`src/rtl/shufflev_issue_buffer.sv`:
```
// Age-ordered issue buffer: offers a pseudo-random older entry (SHUFFLEV_RANDOM_EN) or strictly entry 0.
// Latency: an accepted entry is first offerable one cycle after its accept; no pass-through.
// Backpressure: offer is held while out_ready low; in_ready drops on flush, full (unless issuing), stored barrier.
module shufflev_issue_buffer #(
  parameter int unsigned DEPTH     = 5,
  parameter logic [15:0] LFSR_SEED = 16'hACE1
) (
  input  logic                       clk_i,
  input  logic                       rst_ni,
  input  logic                       flush_i,
  input  logic                       in_valid_i,
  output logic                       in_ready_o,
  input  logic [31:0]                in_rdata_i,
  input  logic [31:0]                in_addr_i,
  input  logic                       in_barrier_i,
  output logic                       out_valid_o,
  input  logic                       out_ready_i,
  output logic [31:0]                out_rdata_o,
  output logic [31:0]                out_addr_o,
  input  logic                       reseed_valid_i,
  input  logic [15:0]                reseed_i,
  output logic [$clog2(DEPTH+1)-1:0] count_o
);

  localparam int unsigned CW = $clog2(DEPTH + 1);
  localparam int unsigned IW = $clog2(DEPTH);

  typedef struct packed {
    logic        barrier;
    logic [31:0] addr;
    logic [31:0] rdata;
  } entry_t;

  entry_t        mem_q [DEPTH];
  logic [CW-1:0] count_q;
  logic          held_q;
  logic [IW-1:0] held_idx_q;

  logic          bar_found;
  logic [IW-1:0] bar_idx;
  logic [CW-1:0] cand;
  logic [IW-1:0] base_sel;
  logic [IW-1:0] sel;
  logic          accept;
  logic          issue;
  logic [CW-1:0] wr_idx;
  entry_t        new_entry;

  // Find the oldest stored barrier; it bounds how far back the selector may reach.
  always_comb begin
    bar_found = 1'b0;
    bar_idx   = '0;
    for (int i = 0; i < int'(DEPTH); i++) begin
      if (!bar_found && (CW'(i) < count_q) && mem_q[i].barrier) begin
        bar_found = 1'b1;
        bar_idx   = IW'(i);
      end
    end
  end

  // A barrier at the head is the only candidate; otherwise only entries older than it compete.
  assign cand = !bar_found       ? count_q :
                (bar_idx == '0)  ? CW'(1)  : CW'(bar_idx);

`ifdef SHUFFLEV_RANDOM_EN
  logic [15:0] lfsr_q;
  logic [7:0]  cand8;

  assign cand8    = 8'(cand);
  assign base_sel = (cand == '0) ? '0 : IW'(lfsr_q[7:0] % cand8);

  // Galois LFSR: a nonzero reseed wins over the per-issue advance; flush leaves it alone.
  always_ff @(posedge clk_i or negedge rst_ni) begin
    if (!rst_ni) begin
      lfsr_q <= LFSR_SEED;
    end else if (reseed_valid_i && (reseed_i != 16'h0000)) begin
      lfsr_q <= reseed_i;
    end else if (issue) begin
      lfsr_q <= {1'b0, lfsr_q[15:1]} ^ (lfsr_q[0] ? 16'hB400 : 16'h0000);
    end
  end
`else
  logic unused_cfg;

  // Strict FIFO: the head is always the offered entry and the seed inputs are ignored.
  assign base_sel   = '0;
  assign unused_cfg = ^{reseed_valid_i, reseed_i, LFSR_SEED, cand};
`endif

  assign sel         = held_q ? held_idx_q : base_sel;
  assign out_valid_o = (count_q != '0) && !flush_i;
  assign issue       = out_valid_o && out_ready_i;
  // A full buffer still takes a new entry in the same cycle one leaves, keeping a full stream at one per cycle.
  assign in_ready_o  = !flush_i && !bar_found && ((count_q < CW'(DEPTH)) || issue);
  assign accept      = in_valid_i && in_ready_o;
  assign wr_idx      = count_q - CW'(issue);
  assign out_rdata_o = mem_q[sel].rdata;
  assign out_addr_o  = mem_q[sel].addr;
  assign count_o     = count_q;
  assign new_entry   = '{barrier: in_barrier_i, addr: in_addr_i, rdata: in_rdata_i};

  // Occupancy and held selection; flush overrides any same-cycle accept or issue.
  always_ff @(posedge clk_i or negedge rst_ni) begin
    if (!rst_ni) begin
      count_q    <= '0;
      held_q     <= 1'b0;
      held_idx_q <= '0;
    end else if (flush_i) begin
      count_q <= '0;
      held_q  <= 1'b0;
    end else begin
      count_q <= count_q + CW'(accept) - CW'(issue);
      if (issue) begin
        held_q <= 1'b0;
      end else if (out_valid_o) begin
        held_q     <= 1'b1;
        held_idx_q <= sel;
      end
    end
  end

  // Payload storage: close the gap left by an issue, then append the new entry after the shift.
  always_ff @(posedge clk_i) begin
    for (int i = 0; i < int'(DEPTH) - 1; i++) begin
      if (issue && (IW'(i) >= sel)) begin
        mem_q[i] <= mem_q[i+1];
      end
    end
    for (int i = 0; i < int'(DEPTH); i++) begin
      if (accept && (CW'(i) == wr_idx)) begin
        mem_q[i] <= new_entry;
      end
    end
  end

endmodule

```
`config.mk`:
```
export PLATFORM = sky130hd
export DESIGN_NAME = shufflev_issue_buffer
export DESIGN_NICKNAME = d
export VERILOG_FILES = /design/src/rtl/shufflev_issue_buffer.sv
export SDC_FILE = /design/constraint.sdc
export NUM_CORES = 1
export LEC_CHECK = 0
export ABC_AREA = 1
export BUFFER_PORTS_ARGS = -buffer_cell sky130_fd_sc_hd__buf_2
export CORE_ASPECT_RATIO = 1.4
export CORE_MARGIN = 1
export CORE_UTILIZATION = 55
export DETAILED_ROUTE_END_ITERATION = 10
export PLACE_DENSITY = 0.75
export RECOVER_POWER = 100
export SLEW_MARGIN = 30
export SYNTH_ARGS = -nofsm -noshare
export SYNTH_HDL_FRONTEND = slang
export SYNTH_SLANG_ARGS = --single-unit
```
`constraint.sdc`:
```
create_clock -name clk_i -period 9.5 [get_ports clk_i]
set_clock_uncertainty 0.2 [all_clocks]
set_input_delay 0.475 -clock clk_i [delete_from_list [all_inputs] [get_ports clk_i]]
set_output_delay 0.475 -clock clk_i [all_outputs]
set_load 0.01 [all_outputs]
```
==> metrics.md <==
| Metric | Value |
|---|---|
| DRC Markers | 0 |
| LEAKAGE | 7.07 nW |
| Post-DP HPWL | 22.5 mm |
| Worst-Skew Late Latency | 580 ps |
| Synth top cells by count | nand2_1, edfxtp_1, nand4_1 |
| Reg clk slew, reported paths | 60 ps |
| Xor and xnor area share after synthesis | 0.0526% |
| Areal power density over the cells | 256 mW/mm^2 |
| WHS | 135 ps |
| Final setup margin | 2970 ps |
| Synth Register Bits | 332 |
| Violations in the final reports | max-capacitance violations, max-slew violations |
| Mapped Cells | 1751 |
| Worst setup EP type | register |
| Port Buffers | 138 |
| # IOs | 156 |
| Post-Synth Simple-Gate Area | 27.2% |
| Number of max-cap violations | 13 |
| CTS Buffer Depth | 3 |
| Die X | 149 um |
| Critical path class | register to register |
| Reg-to-Reg Start | count_o[2]$_DFF_PN0_ |
| Main combinational cell family by area after synthesis | simple AND/OR/NAND/NOR gates |
| Max-slew violations | 558 |
| Hold Fails Final Rpt | 0 |
| Initial Util | 55.8% |
| Synthesized area per cell | 9.51 um^2 |
| Sw Ratio | 36.7% |
| Synth top area share | 58.6% |
| Die area | 0.0310 mm^2 |
| Post-Synth Adder-Cell Area | 0.721% |
| Share of cells above drive strength 1 | 4.10% |
| VDD IR max | 0.388 mV |
| Slew headroom | -185% |
| P&R area growth vs syn | 12.7% |
| Final min period | 6530 ps |
| Initial antenna violation count | 1 |
| Fin nets | 1951 |
| Mapped cell area | 0.0166 mm^2 |
| Tcrit/Tclk final | 68.8% |
| Largest net degree at the start of global routing | 242 |
| Worst EP required | 9730 ps |
| Placed cell count | 2136 |
| Internal power | 3.04 mW |
| Reg2reg end | mem_q[0][48]$_DFFE_PP_ |
| Final wirelength | 48.7 mm |
| Vias in the first global route | 14.0k |
| Ys Warns | 0 |
| Pre-CTS setup slack | 4990 ps |
| Net Switching | 1.76 mW |
| RSZ-0062 raised after global routing | false |
| First-pass GRT wire length | 76.1 mm |
| Net Count, Synth | 1847 |
| Num Clock Sinks | 332 |
| Root buffer cell | clkbuf_16 |
| Worst hold path type | input pin to async pin |
| Post-synth ARST share | 2.11% |
| Crit start category | register |
| Sequential share of the synthesized area | 59.7% |
| Ys flop type | edfxtp_1 |
| Status | finished with violations |
| CTS Buf Count | 31 |
| Die Y | 208 um |
| Synth area leaders | edfxtp_1, nand2_1, nand4_1 |
| Row count | 75 |
| First-pass DRT Iterations | 6 |
| Area leader, netlist | edfxtp_1 |
| Clk network pwr share | 23.7% |
| FMAX | 0.153 GHz |
| Drt wl/cell | 21.5 um |
| Congestion Overflow GR | 0 |
| CTS Hold Bufs | 68 |
| Worst Tran Pin Value | 4280 ps |
| Setup repair bufs after CTS | 0 |
| R2r worst-path depth | 13 |
| Fillers | 2548 |
| Detail Route Antenna Nets | 0 |
| Utilization after layout | 62.9% |
| Drt via density | 6.42 |
| Via count | 14.5k |
| Register share of total power | 45.5% |
| Total core area | 0.0298 mm^2 |
| Post-synthesis mux area share | 0% |
| PostCTS Resize Cnt | 0 |
| Starting DRT DRC Count | 2033 |
| Non-Filler Instances | 2265 |
| Critical Path AT | 6760 ps |
| Number of flops mapped to enable cells by yosys | 325 |
| Compound-gate portion of the synthesized area | 7.55% |
| Count leader, synth | nand2_1 |
| CTS tree | built |
| Logic pwr share | 30.9% |
| Post-synth cell types | 25 |
| Final GP Congestion | 0.783 |
| CTS H-Tree Depth | 1 |
| GRT Total Usage | 31.5% |
| Worst-path maximum fanout | 66 |
| FF-to-FF setup slack | 2970 ps |
| Finish-stage setup viols | 0 |
| Total negative slack | 0 ps |
## cell type report
class | count | area (um^2) | area share (%)
Sequential cell | 332 | 9930 | 52.9
Multi-Input combinational cell | 1237 | 5940 | 31.7
Timing Repair Buffer | 231 | 1420 | 7.57
Clock buffer | 37 | 798 | 4.25
Tap cell | 385 | 482 | 2.57
Clock inverter | 20 | 100 | 0.533
Inverter | 22 | 85.1 | 0.453
Antenna cell | 1 | 2.50 | 0.0133
## stage by stage
stage / cell area, um^2 / power [mW]
floorplan: 16600 / 3.16
global placement: 17400 / 3.60
detailed placement: 17400 / 3.63
CTS: 19000 / 4.78
global route: 18800 / 5.01
finish: 18800 / 4.80
## per-layer routing
layer / up-vias / GRT usage (%) / wire (um)
met4: 0 / 9.22 / 1120
met3: 90 / 4.18 / 5650
met1: 6915 / 43.8 / 18000
met2: 1000 / 51.7 / 23900
met5: - / 0 / 0
li1: 6529 / - / -
## worst max-delay path: stages (launching register included)
cell and delay (ps):
dfrtp_1 480, nor2_1 130, nand2_1 90, nand3_1 200, inv_1 110, ha_1 200, ha_1 180, xor2_1 690
nor2_4 10, buf_4 460, nand4_1 270, clkbuf_1 2880, nand2_1 230, nand2_1 220
## sequential cells by signal, summed over array words and instances (netlist names)
name	count
count_o	3
held_idx_q	3
held_q	1
mem_q	325
## cells in the final DEF (no fill, tap or decap), types with 4 or more instances in the layout
| cell type | n |
|---|---|
| dlygate4sd3_1 | 68 |
| clkinv_1 | 14 |
| clkbuf_1 | 141 |
| edfxtp_1 | 325 |
| nor2_4 | 5 |
| dfrtp_1 | 7 |
| buf_2 | 13 |
| buf_4 | 10 |
| inv_2 | 4 |
| clkbuf_16 | 31 |
| nor2_1 | 139 |
| inv_1 | 16 |
| ha_1 | 8 |
| o221ai_1 | 64 |
| nand2_1 | 612 |
| nand4_1 | 264 |
| o21ai_0 | 133 |
| nand3_1 | 4 |
## kinds of logic after synthesis
logic type	count (synthesis)
compound gates	202
flops	332
fa+ha+maj	9
simple gates	1025
buf+inv	182
xor+xnor	1
## power by group through the flow
stage	registers, mW	logic, mW	clock network (mW)
global placement	2.18	1.42	0
detailed placement	2.19	1.44	0
CTS	2.16	1.47	1.14
finish	2.18	1.48	1.14
global route	2.22	1.60	1.19
floorplan	2.21	0.955	0
## worst max path at each step
stage                               from                endpoint  slack, ps  cells past startpoint
detailed placement               flush_i   mem_q[4][5]$_DFFE_PP_       4990                     10
global route        count_o[2]$_DFF_PN0_  mem_q[0][62]$_DFFE_PP_       2740                     13
finish              count_o[2]$_DFF_PN0_  mem_q[0][48]$_DFFE_PP_       2970                     13
CTS                 count_o[2]$_DFF_PN0_  mem_q[4][38]$_DFFE_PP_       5020                     10
floorplan             held_q$_DFFE_PN0P_   mem_q[0][0]$_DFFE_PP_       2900                      5
global placement              in_valid_i   mem_q[4][8]$_DFFE_PP_       4900                      5
Note: power is estimated with default switching activity, not from simulation.
